--- config.mk ---
export PLATFORM = sky130hd
export DESIGN_NAME = commit_trace_packer
export DESIGN_NICKNAME = d
export VERILOG_FILES = /design/src/rtl/commit_trace_packer.sv
export SDC_FILE = /design/constraint.sdc
export NUM_CORES = 1
export LEC_CHECK = 0
export CAP_MARGIN = 20
export CORE_ASPECT_RATIO = 1.4
export CORE_MARGIN = 5
export CORE_UTILIZATION = 60
export CTS_BUF_LIST = sky130_fd_sc_hd__clkbuf_8
export CTS_CLUSTER_SIZE = 28
export DETAILED_ROUTE_END_ITERATION = 6
export HOLD_SLACK_MARGIN = 0.1
export PLACE_DENSITY = 0.85
export SYNTH_ARGS = -nofsm -noshare
export SYNTH_HDL_FRONTEND = slang
export SYNTH_SLANG_ARGS = --single-unit
--- constraint.sdc ---
create_clock -name clk -period 16.7 [get_ports clk]
set_input_delay 2.505 -clock clk [delete_from_list [all_inputs] [get_ports clk]]
set_output_delay 2.505 -clock clk [all_outputs]
set_load 0.005 [all_outputs]
--- src/rtl/commit_trace_packer.sv ---
// Commit trace packer: queues per-cycle commit events and serializes each as 1-4 16-bit words.
// Optional macro TRACE_CYCLE_STAMP_EN adds a 16-bit cycle stamp word right after the header.
`timescale 1ns/1ps
module commit_trace_packer #(
    parameter int DEPTH = 8,
    parameter int CNT_W = 4
) (
    input  logic             clk,
    input  logic             rst,
    input  logic             reg_wr,
    input  logic [2:0]       reg_idx,
    input  logic [15:0]      reg_data,
    input  logic             mem_rd,
    input  logic             mem_wr,
    input  logic [15:0]      mem_addr,
    input  logic [15:0]      mem_rdata,
    input  logic [15:0]      mem_wdata,
    input  logic             halt,
    output logic             out_valid,
    input  logic             out_ready,
    output logic [15:0]      out_data,
    output logic             out_last,
    output logic [15:0]      drop_count,
    output logic [CNT_W-1:0] fifo_count,
    output logic             done
);

    localparam int PTR_W = (DEPTH > 1) ? $clog2(DEPTH) : 1;

    typedef enum logic [2:0] {
        S_IDLE,
        S_HDR,
`ifdef TRACE_CYCLE_STAMP_EN
        S_STAMP,
`endif
        S_REGD,
        S_ADDR,
        S_MDATA
    } state_t;

    logic [15:0] r_hdr_mem  [DEPTH];
    logic [15:0] r_regd_mem [DEPTH];
    logic [15:0] r_addr_mem [DEPTH];
    logic [15:0] r_mdat_mem [DEPTH];
`ifdef TRACE_CYCLE_STAMP_EN
    logic [15:0] r_stamp_mem [DEPTH];
    logic [15:0] r_cycle;
`endif

    logic [PTR_W-1:0] r_wr_ptr;
    logic [PTR_W-1:0] r_rd_ptr;
    logic [CNT_W-1:0] r_count;
    logic [7:0]       r_seq;
    logic             r_lost;
    logic             r_cap_en;
    logic             r_halt_dropped;
    logic [15:0]      r_drop_count;
    logic             r_done;
    logic             r_valid;
    state_t           r_state;

    logic             w_event;
    logic             w_full;
    logic             w_push;
    logic             w_drop;
    logic [15:0]      w_hdr_new;
    logic [15:0]      w_mval;
    logic [15:0]      w_head_hdr;
    logic             w_head_rw;
    logic             w_head_mem;
    logic             w_accept;
    logic             w_last;
    logic             w_pop;
    logic [15:0]      w_data;
    state_t           w_after;
    state_t           w_next;

    // Fullness uses pre-edge occupancy, so a same-cycle pop never rescues a push.
    always_comb begin
        w_event   = r_cap_en & (reg_wr | mem_rd | mem_wr | halt);
        w_full    = (r_count == CNT_W'(DEPTH));
        w_push    = w_event & ~w_full;
        w_drop    = w_event & w_full;
        w_mval    = mem_wr ? mem_wdata : mem_rdata;
        w_hdr_new = {halt, mem_wr, mem_rd & ~mem_wr, reg_wr,
                     reg_wr ? reg_idx : 3'd0, r_lost, r_seq};
    end

    always_ff @(posedge clk) begin
        if (w_push) begin
            r_hdr_mem[r_wr_ptr]  <= w_hdr_new;
            r_regd_mem[r_wr_ptr] <= reg_data;
            r_addr_mem[r_wr_ptr] <= mem_addr;
            r_mdat_mem[r_wr_ptr] <= w_mval;
`ifdef TRACE_CYCLE_STAMP_EN
            r_stamp_mem[r_wr_ptr] <= r_cycle;
`endif
        end
    end

    // Word sequencing: the state names the word currently presented on the stream.
    always_comb begin
        w_head_hdr = r_hdr_mem[r_rd_ptr];
        w_head_rw  = w_head_hdr[12];
        w_head_mem = w_head_hdr[14] | w_head_hdr[13];
        w_after    = S_IDLE;
        w_data     = 16'h0000;
        case (r_state)
            S_HDR: begin
                w_data = w_head_hdr;
`ifdef TRACE_CYCLE_STAMP_EN
                w_after = S_STAMP;
            end
            S_STAMP: begin
                w_data = r_stamp_mem[r_rd_ptr];
`endif
                if (w_head_rw)       w_after = S_REGD;
                else if (w_head_mem) w_after = S_ADDR;
            end
            S_REGD: begin
                w_data = r_regd_mem[r_rd_ptr];
                if (w_head_mem) w_after = S_ADDR;
            end
            S_ADDR: begin
                w_data  = r_addr_mem[r_rd_ptr];
                w_after = S_MDATA;
            end
            S_MDATA: w_data = r_mdat_mem[r_rd_ptr];
            default: w_data = 16'h0000;
        endcase
        w_last   = (r_state != S_IDLE) && (w_after == S_IDLE);
        w_accept = r_valid & out_ready;
        w_pop    = w_accept & w_last;
    end

    // After a record ends, go straight to the next header when anything remains queued.
    always_comb begin
        w_next = r_state;
        if (r_state == S_IDLE) begin
            if ((r_count != '0) || w_push) w_next = S_HDR;
        end else if (w_accept) begin
            if (!w_last)                                      w_next = w_after;
            else if ((r_count > CNT_W'(1)) || w_push)         w_next = S_HDR;
            else                                              w_next = S_IDLE;
        end
    end

    always_ff @(posedge clk) begin
        if (rst) begin
            r_wr_ptr       <= '0;
            r_rd_ptr       <= '0;
            r_count        <= '0;
            r_seq          <= 8'd0;
            r_lost         <= 1'b0;
            r_cap_en       <= 1'b1;
            r_halt_dropped <= 1'b0;
            r_drop_count   <= 16'd0;
            r_done         <= 1'b0;
            r_valid        <= 1'b0;
            r_state        <= S_IDLE;
        end else begin
            r_state <= w_next;
            r_valid <= (w_next != S_IDLE);
            if (w_push) begin
                r_wr_ptr <= r_wr_ptr + PTR_W'(1);
                r_seq    <= r_seq + 8'd1;
                r_lost   <= 1'b0;
            end
            if (w_drop) begin
                r_lost <= 1'b1;
                if (r_drop_count != 16'hFFFF) r_drop_count <= r_drop_count + 16'd1;
                if (halt) r_halt_dropped <= 1'b1;
            end
            if (w_event && halt) r_cap_en <= 1'b0;
            if (w_pop) r_rd_ptr <= r_rd_ptr + PTR_W'(1);
            case ({w_push, w_pop})
                2'b10:   r_count <= r_count + CNT_W'(1);
                2'b01:   r_count <= r_count - CNT_W'(1);
                default: r_count <= r_count;
            endcase
            // A dropped halt completes once the queue has fully drained.
            if ((w_pop && w_head_hdr[15]) ||
                (r_halt_dropped && ((r_count == '0) || (w_pop && (r_count == CNT_W'(1))))))
                r_done <= 1'b1;
        end
    end

`ifdef TRACE_CYCLE_STAMP_EN
    always_ff @(posedge clk) begin
        if (rst) r_cycle <= 16'd0;
        else     r_cycle <= r_cycle + 16'd1;
    end
`endif

    assign out_valid  = r_valid;
    assign out_data   = w_data;
    assign out_last   = w_last;
    assign drop_count = r_drop_count;
    assign fifo_count = r_count;
    assign done       = r_done;

endmodule

==> flow_metrics.tcl, run 1 <==
set metrics [dict create \
    outcome "completed" \
    initial_utilization_pct 60.7 \
    nFillCells 2068 \
    path_max_fanout 44 \
    setup_viol 0 \
    drt-pass1-iter-count 5 \
    clk_pin_slew_ns 0.07 \
    drt_iter0_markers 1156 \
    critPathRequiredTime_ns 14.20 \
    rsz0062_at_grt "no" \
    drc_errors 0 \
    synth-xor-area-share_pct 0.964 \
    cts_post_setup_buffers_inserted 0 \
    antenna_found_initial 2 \
    leakagePower_nw 7.93 \
    grt_start_max_net_pins 77 \
    place_congestion 0.810 \
    synth_seq_cells 557 \
    placed_area_um2 23500 \
    fp.dieH_um 236 \
    die_w_um 171 \
    route.detailed.wl_per_inst_um 26.7 \
    root_buffer "clkbuf_8" \
    synth_fp_nets 1156 \
    synthCells 1073 \
    setup_tns_ns 0 \
    grt_pass1_vias 12000 \
    drive_gt1_share_pct 23.0 \
    ios 113 \
    cts.htree.levels 3 \
    cts_resized 0 \
    synth-main-ff-cell "edfxtp_1" \
    postCtsHoldBufs 0 \
    routed_via_density 6.40 \
    grt_overflow 0 \
    yosys.area_share.simple_pct 3.08 \
    power_density_nw_per_um2 119 \
    synthAdderAreaFrac_pct 0.517 \
    synth_warnings 0 \
    final_util_pct 70.0 \
    fin_area_um2 25100 \
    drv_cap 0 \
    synth_compound_area_share_pct 2.52 \
    multi_input_area_um2 5320 \
    muxShareOfSynthArea_pct 17.1 \
    wl_um 47300 \
    syn2layout_area_growth_pct 15.3 \
    seq_area_frac_synth_pct 74.7 \
    grt_pass1_wl_um 71800 \
    worstSetupPathType "flip-flop to output pin" \
    core_area_um2 35900 \
    cts_tree "done" \
    cts_buffer_depth 3 \
    cts_buffers 80 \
    min_period_over_period_pct 41.3 \
    fmax_ghz 0.145 \
    cts_sinks 557 \
    die-area_um2 40300 \
    layout_setup_ws_ns 9.80 \
    worst_ep_arrival_time_ns 4.39 \
    power_mw 3.00 \
    slew_violations 0 \
    synth_top_family_by_area "multiplexers" \
    num_rows 82 \
    preCtsSetupSlack_ns 10.33 \
    clk_latency_ns 0.65 \
    finalNetCount 1322 \
    synth_cell_types 50 \
    port-buffer-count 112 \
    synth-edff-count 512 \
    async_flop_share_pct 0 \
    crit_path_start_kind "flip-flop" \
    hp-class "flip-flop to flip-flop" \
    synth_area_um2 21800 \
    irDropWorstVdd_v 0.0000782 \
    maxSlewHeadroom_pct 18.1 \
    finClkSkew_ns 0.0430 \
    layout_min_cycle_time_ns 6.90 \
    seqCellArea_um2 16300 \
    ant_nets 0 \
    dp_hpwl_um 27400 \
    report.final.hold_viol_count 0 \
    grtUsageTotal_pct 23.9 \
    endpoint_kind "output pin" \
    avgSynthCellArea_um2 20.3 \
    worst_pin_slew_ns 1.23 \
    routed-via-count 11300 \
]
metrics by stage:
stage / hold WS (ns) / cells
4_1_cts: 0.498 / 1766
6_report: 0.492 / 1768
3_3_place_gp: 0.455 / 1618
2_1_floorplan: 0.453 / 1073
5_1_grt: 0.514 / 1767
3_5_place_dp: 0.485 / 1619
state kept, by name (all words and copies together), names as in the netlist, named ones only:
register,cells
fifo_count,4
r_seq,8
r_addr_mem,128
r_halt_dropped,1
done,1
r_cap_en,1
drop_count,16
r_rd_ptr,3
r_hdr_mem,128
r_wr_ptr,3
r_lost,1
r_regd_mem,128
r_mdat_mem,128
out_valid,1
r_state,3
power by group:
group	internal (mW)	switching, mW
Combinational	0.144	0.176
Sequential	1.59	0.0301
Clock	0.567	0.492
Total	2.30	0.698
worst paths after layout:
kind / startpoint / endpoint / slack [ns] / cells past startpoint
max: flip-flop / out_last / 9.80 / 6
min: r_rd_ptr[2]$_SDFFE_PP0P_ / flip-flop / 0.49 / 2
max reg2reg: flip-flop / fifo_count[3]$_SDFFE_PP0P_ / 12.02 / 10
min reg2reg: r_rd_ptr[2]$_SDFFE_PP0P_ / flip-flop / 0.49 / 2
cell type report:
type | count | share of cell area [%]
repair buffers | 135 | 5.21
diodes | 2 | 0.0199
well taps | 462 | 2.30
multi-input cells | 458 | 21.2
flip-flops and latches | 557 | 64.8
clock buffers | 89 | 4.88
clock inverters | 58 | 1.47
inverters | 7 | 0.105
worst max-delay path: stages (launching register included):
cell and delay (ns):
dfxtp_4 0.82, buf_4 0.81, mux4_1 0.64, mux2_2 0.35, o31a_1 0.44, nor2_1 0.14, clkdlybuf4s50_1 0.52
cells in the mapped netlist, types with 3 or more instances:
cell       count  area, µm²
xnor2_1        5       43.8
or2_2         13       81.3
o21ai_0       11       55.1
mux2i_1       63        631
o211ai_1       5       37.5
or3_1          8       50.1
ha_1           9        113
o2111ai_1      5       43.8
edfxtp_1     512      15400
dfxtp_1       45        901
xor2_1        19        166
nand3_1       10       50.1
and2_1         8       50.1
and3_1         7       43.8
nand4_1        5       31.3
clkbuf_1      31        116
buf_1          6       22.5
a21oi_1       17       85.1
o22ai_1       29        181
buf_2         12       60.1
nand3b_1       3       22.5
inv_1          7       26.3
mux4_2       127       2860
nor2_1        43        161
a211o_1        4       35.0
nor3_1         5       25.0
nand2_1       17       63.8
mux2_2        19        214
routing by layer:
metal	part of all wire (%)	global-route usage, %	vias to the layer above
met2	53	40.5	579
met3	8.0	5.01	85
met4	2.7	8.58	0
met5	0	0	-
met1	36	30.9	5874
li1	-	-	4779
layout by cell type (no fill, tap or decap), drive strengths merged, types with 7 or more instances in the layout:
master and instances:
nand3 10, o22ai 29, and2 8, or3 8, xor2 19, nand2 17
mux4 128, a21oi 17, dfxtp 45, and3 7, edfxtp 512, clkbuf 89
o21ai 11, or2 13, mux2 19, buf 24, clkinv 20, ha 9
mux2i 63, nor2 43, clkdlybuf4s50 111, inv 38
kinds of logic (layout without fill, tap and decap cells):
kind of cell	after synthesis	in the layout
AOI/OAI and AO/OA	84	84
xor gates and xnor gates	24	24
adders and majority gates	9	9
buffers and inverters	58	289
DFF	557	557
muxes	210	210
other	0	2
and+or+nand+nor	131	131
Note: power is estimated with default switching activity, not from simulation.
==> run 2: changes to the inputs <==
--- a/config.mk
+++ b/config.mk
@@ -8,12 +8,12 @@
 export CAP_MARGIN = 20
 export CORE_ASPECT_RATIO = 1.4
 export CORE_MARGIN = 5
-export CORE_UTILIZATION = 60
+export CORE_UTILIZATION = 56
 export CTS_BUF_LIST = sky130_fd_sc_hd__clkbuf_8
 export CTS_CLUSTER_SIZE = 28
 export DETAILED_ROUTE_END_ITERATION = 6
 export HOLD_SLACK_MARGIN = 0.1
-export PLACE_DENSITY = 0.85
+export PLACE_DENSITY = 0.83
 export SYNTH_ARGS = -nofsm -noshare
 export SYNTH_HDL_FRONTEND = slang
 export SYNTH_SLANG_ARGS = --single-unit
==> constraint.sdc (replaced) <==
create_clock -name clk -period 5.5 [get_ports clk]
set_input_delay 0.825 -clock clk [delete_from_list [all_inputs] [get_ports clk]]
set_output_delay 0.825 -clock clk [all_outputs]
set_load 0.005 [all_outputs]
==> run 2 against run 1 <==
Effect of this change:
- die area increased by 6.8%
- global-route usage decreased by 2.2 points
- cell area increased by 0.98%
- largest cell class unchanged
- highest routed layer is now met5
==> flow_metrics.tcl, run 2 (synthesis results as in run 1) <==
set metrics [dict create \
    drt_iter0_markers 998 \
    cts_post_setup_buffers_inserted 0 \
    layout_common_cells "edfxtp_1, mux4_2, clkdlybuf4s50_1" \
    grt_start_max_net_pins 64 \
    layout_setup_ws_ns 0.959 \
    report.final.hold_viol_count 0 \
    p_sw_share_pct 22.9 \
    clk_latency_ns 0.64 \
    wl_um 46200 \
    postCtsHoldBufs 0 \
    finalNetCount 1328 \
    cts_buffer_depth 3 \
    worst_pin_slew_ns 1.09 \
    syn2layout_area_growth_pct 16.4 \
    cts.htree.levels 3 \
    endpoint_kind "output pin" \
    grt_pass1_wl_um 70100 \
    hp-start "r_rd_ptr[2]$_SDFFE_PP0P_" \
    cts_tree "done" \
    rsz0062_at_grt "no" \
    route.detailed.wl_per_inst_um 25.2 \
    die-area_um2 43000 \
    path_max_fanout 44 \
    ios 113 \
    p_switching_mw 2.10 \
    critPathSlowestCell "dfxtp_4" \
    path_cells "buf_12 -> mux4_2 -> mux2i_1 -> o22ai_1 -> or2_2 -> clkdlybuf4s50_1" \
    port-buffer-count 112 \
    place_congestion 0.790 \
    maxSlewHeadroom_pct 27.1 \
    finClkSkew_ns 0.0319 \
    outcome "completed" \
    intPower_mw 7.06 \
    worst_ep_arrival_time_ns 3.72 \
    grtUsageTotal_pct 21.8 \
    slowest_delay_ns 0.84 \
    slew_violations 0 \
    drive_gt1_share_pct 24.0 \
    cts_buffers 80 \
    clkPwrFrac_pct 35.8 \
    die_w_um 177 \
    hp-class "flip-flop to flip-flop" \
    final_util_pct 65.9 \
    routed_via_density 6.07 \
    cp_num_buf_inv 2 \
    num_rows 85 \
    leakagePower_nw 7.99 \
    core_area_um2 38500 \
    power_density_nw_per_um2 361 \
    fmax_ghz 0.220 \
    drc_errors 0 \
    clk_pin_slew_ns 0.07 \
    antenna_found_initial 3 \
    irDropWorstVdd_v 0.000204 \
    grt_overflow 0 \
    worstSetupPathType "flip-flop to output pin" \
    routed-via-count 11100 \
    drv_cap 0 \
    cts_resized 0 \
    drt-pass1-iter-count 5 \
    initial_utilization_pct 56.6 \
    p_seq_share_pct 53.8 \
    preCtsSetupSlack_ns 1.26 \
    setup_viol 0 \
    mostFrequentLayoutCell "edfxtp_1" \
    min_period_over_period_pct 82.6 \
    r2r_slack_ns 1.60 \
    grt_pass1_vias 11600 \
    cts_sinks 557 \
    layout_min_cycle_time_ns 4.54 \
    root_buffer "clkbuf_8" \
    crit_path_start_kind "flip-flop" \
    combinationalPowerShare_pct 10.5 \
    dp_hpwl_um 27100 \
    critPathRequiredTime_ns 4.68 \
    ant_nets 0 \
    fp.dieH_um 243 \
    cp_top_family "buffers and inverters" \
]
-- run 2: worst paths after layout --
kind                                 to  cells past startpoint
max reg2reg  fifo_count[3]$_SDFFE_PP0P_                      9
max                         out_data[3]                      6
min reg2reg                   flip-flop                      2
min                           flip-flop                      2
-- run 2: area by class of cell --
class / instances / area, µm²
well taps: 522 / 653
flip-flops and latches: 557 / 16300
fillers: 2483 / 13100
inverters: 7 / 26.3
repair buffers: 141 / 1410
clock buffers: 97 / 1340
clock inverters: 51 / 317
multi-input cells: 458 / 5340
diodes: 1 / 2.50
-- run 2: worst min-delay path, stage by stage (launching register included) --
cell and delay, ns:
dfxtp_1 0.31, o31ai_1 0.06, a21oi_1 0.07
-- run 2: per-stage QoR --
stage / hold slack [ns] / setup TNS [ns] / power [mW] / std cells / cell area [µm²]
3_3_place_gp: 0.454 / 0 / 5.94 / 1685 / 23700
4_1_cts: 0.491 / 0 / 9.22 / 1833 / 25400
5_1_grt: 0.536 / 0 / 9.50 / 1834 / 25400
3_5_place_dp: 0.478 / 0 / 5.97 / 1685 / 23700
6_report: 0.489 / 0 / 9.16 / 1834 / 25400
2_1_floorplan: 0.453 / -307.05 / 5.53 / 1073 / 21800
-- run 2: per-layer routing --
| layer | share of wire, % | routed length (µm) | track usage [%] | up-vias |
|---|---|---|---|---|
| li1 | - | - | - | 4796 |
| met1 | 38 | 17400 | 27.9 | 5755 |
| met2 | 53 | 24500 | 37.5 | 493 |
| met3 | 6.7 | 3120 | 4.12 | 82 |
| met4 | 2.6 | 1190 | 7.67 | 4 |
| met5 | 0.054 | 25 | 0 | - |
-- run 2: power by group through the flow --
| stage | Sequential [mW] | Combinational (mW) | Clock, mW |
|---|---|---|---|
| finish | 4.92 | 0.960 | 3.28 |
| global placement | 5.00 | 0.940 | 0 |
| CTS | 4.93 | 0.967 | 3.33 |
| global route | 4.94 | 1.02 | 3.54 |
| floorplan | 4.98 | 0.547 | 0 |
| detailed placement | 5.01 | 0.959 | 0 |
==> run 3: changes to the inputs <==
==> constraint.sdc (replaced) <==
create_clock -name clk -period 4.06 [get_ports clk]
set_input_delay 0.609 -clock clk [delete_from_list [all_inputs] [get_ports clk]]
set_output_delay 0.609 -clock clk [all_outputs]
set_load 0.005 [all_outputs]
==> run 3 against run 2 <==
Effect of this change:
- first-iteration DRC count is 4.0% lower
- wire length is 0.28% higher
- clock skew is 0.015 ns lower
- power is 31% higher
- count of clock-buffer cells in the layout is 12 lower
- worst setup slack worse by 0.81 ns
- final cell count is 0.44% higher
- register-to-register slack worse by 0.89 ns
- clock power is 21% higher
- largest power group unchanged
- die area stayed put
- critical path type unchanged
==> flow_metrics.tcl, run 3 (synthesis results as in run 1) <==
set metrics [dict create \
    outcome "completed" \
    drt-pass1-iter-count 5 \
    grt_pass1_vias 11900 \
    worst_ep_arrival_time_ns 3.31 \
    grtUsageTotal_pct 22.0 \
    setup_tns_ns 0 \
    cts.htree.levels 3 \
    drt_iter0_markers 958 \
    wl_met3_um 3510 \
    ios 113 \
    power_density_nw_per_um2 472 \
    routed-via-count 11200 \
    drv_cap 0 \
    multi_input_area_um2 5370 \
    irDropWorstVdd_v 0.000205 \
    cp_num_buf_inv 2 \
    wl_um 46400 \
    die_w_um 177 \
    cts_buffers 78 \
    port-buffer-count 112 \
    antenna_found_initial 3 \
    critPathRequiredTime_ns 3.45 \
    maxSlewHeadroom_pct 46.8 \
    fp.dieH_um 243 \
    clk_pin_slew_ns 0.07 \
    fmax_ghz 0.255 \
    worstSetupPathType "flip-flop to output pin" \
    nFillCells 2456 \
    final_util_pct 65.8 \
    layout_common_cells "edfxtp_1, mux4_2, clkdlybuf4s50_1" \
    cp_top_family "multiplexers" \
    cts_tree "done" \
    finalNetCount 1342 \
    drc_errors 0 \
    hp-class "flip-flop to flip-flop" \
    syn2layout_area_growth_pct 16.2 \
    min_period_over_period_pct 96.4 \
    leakagePower_nw 7.96 \
    topRoutingLayerUsed "met4" \
    path_max_fanout 30 \
    power_mw 12.0 \
    grt_start_max_net_pins 40 \
    layout_min_cycle_time_ns 3.92 \
    routed_via_density 6.06 \
    initial_utilization_pct 56.6 \
    endpoint_kind "output pin" \
    slew_violations 0 \
    rsz0062_at_grt "no" \
    mostFrequentLayoutCell "edfxtp_1" \
    crit_path_start_kind "flip-flop" \
    setup_viol 0 \
    wl_met1_um 16700 \
    drive_gt1_share_pct 24.4 \
    wl_met2_um 24800 \
    clk_latency_ns 0.63 \
    slowest_delay_ns 0.55 \
    path_cells "buf_12 -> mux4_2 -> mux2i_2 -> nor2_1 -> a211o_1 -> clkdlybuf4s50_1" \
    root_buffer "clkbuf_8" \
    grt_overflow 0 \
    finClkSkew_ns 0.0173 \
    route.detailed.wl_per_inst_um 25.2 \
    die-area_um2 43000 \
    grt_pass1_wl_um 70900 \
    worst_pin_slew_ns 0.790 \
    cts_sinks 557 \
    cts_buffer_depth 3 \
    dp_hpwl_um 28600 \
    ant_nets 0 \
    seqCellArea_um2 16300 \
    place_congestion 0.821 \
    num_rows 85 \
    critPathSlowestCell "mux4_2" \
    core_area_um2 38500 \
    report.final.hold_viol_count 0 \
]
## run 3: metrics by stage
stage	hold WS (ns)	std cells	instance area, µm²	setup slack (ns)
3_5_place_dp	0.480	1695	23800	0.531
5_1_grt	0.537	1842	25300	0.00379
6_report	0.493	1842	25300	0.145
4_1_cts	0.497	1839	25300	0.0727
3_3_place_gp	0.449	1695	23800	0.577
2_1_floorplan	0.453	1073	21800	-0.549
## run 3: path summary, 6_finish.rpt
path	from	to	slack, ns	cells after the start
max reg2reg	flip-flop	fifo_count[3]$_SDFFE_PP0P_	0.71	10
min reg2reg	r_rd_ptr[2]$_SDFFE_PP0P_	flip-flop	0.49	2
max	flip-flop	out_data[14]	0.14	6
min	r_rd_ptr[2]$_SDFFE_PP0P_	flip-flop	0.49	2
## run 3: report_power, final
| group | switching [mW] | internal, mW |
|---|---|---|
| Sequential | 0.105 | 6.55 |
| Clock | 1.99 | 1.99 |
| Combinational | 0.718 | 0.616 |
| Total | 2.81 | 9.15 |
## run 3: layer usage
| layer | track usage, % | up-vias |
|---|---|---|
| met5 | 0 | - |
| met4 | 9.56 | 0 |
| met3 | 4.06 | 84 |
| met2 | 37.9 | 533 |
| met1 | 27.5 | 5735 |
| li1 | - | 4818 |
## run 3: layout make-up
class,count,area share [%]
flip-flops and latches,557,64.3
well taps,522,2.58
inverters,7,0.104
multi-input cells,458,21.2
diodes,3,0.0296
clock buffers,85,4.62
clock inverters,53,0.997
repair buffers,157,6.20
## run 3: what timing repair did
item / in CTS / in global routing
hold buffers: 0 / 0
buffers inserted: 6 / 0
resized for setup: 4 / 0
endpoints found under the setup margin: 8 / 0
## run 3: worst register-to-register path, stage by stage (launching register included)
cell and delay (ns):
dfxtp_4 0.49, buf_4 0.18, mux4_2 0.48, mux2_2 0.32, o31a_1 0.41, nor2_1 0.14
ha_1 0.25, or4b_2 0.59, a21oi_1 0.19, xnor2_1 0.13, nor2_1 0.05
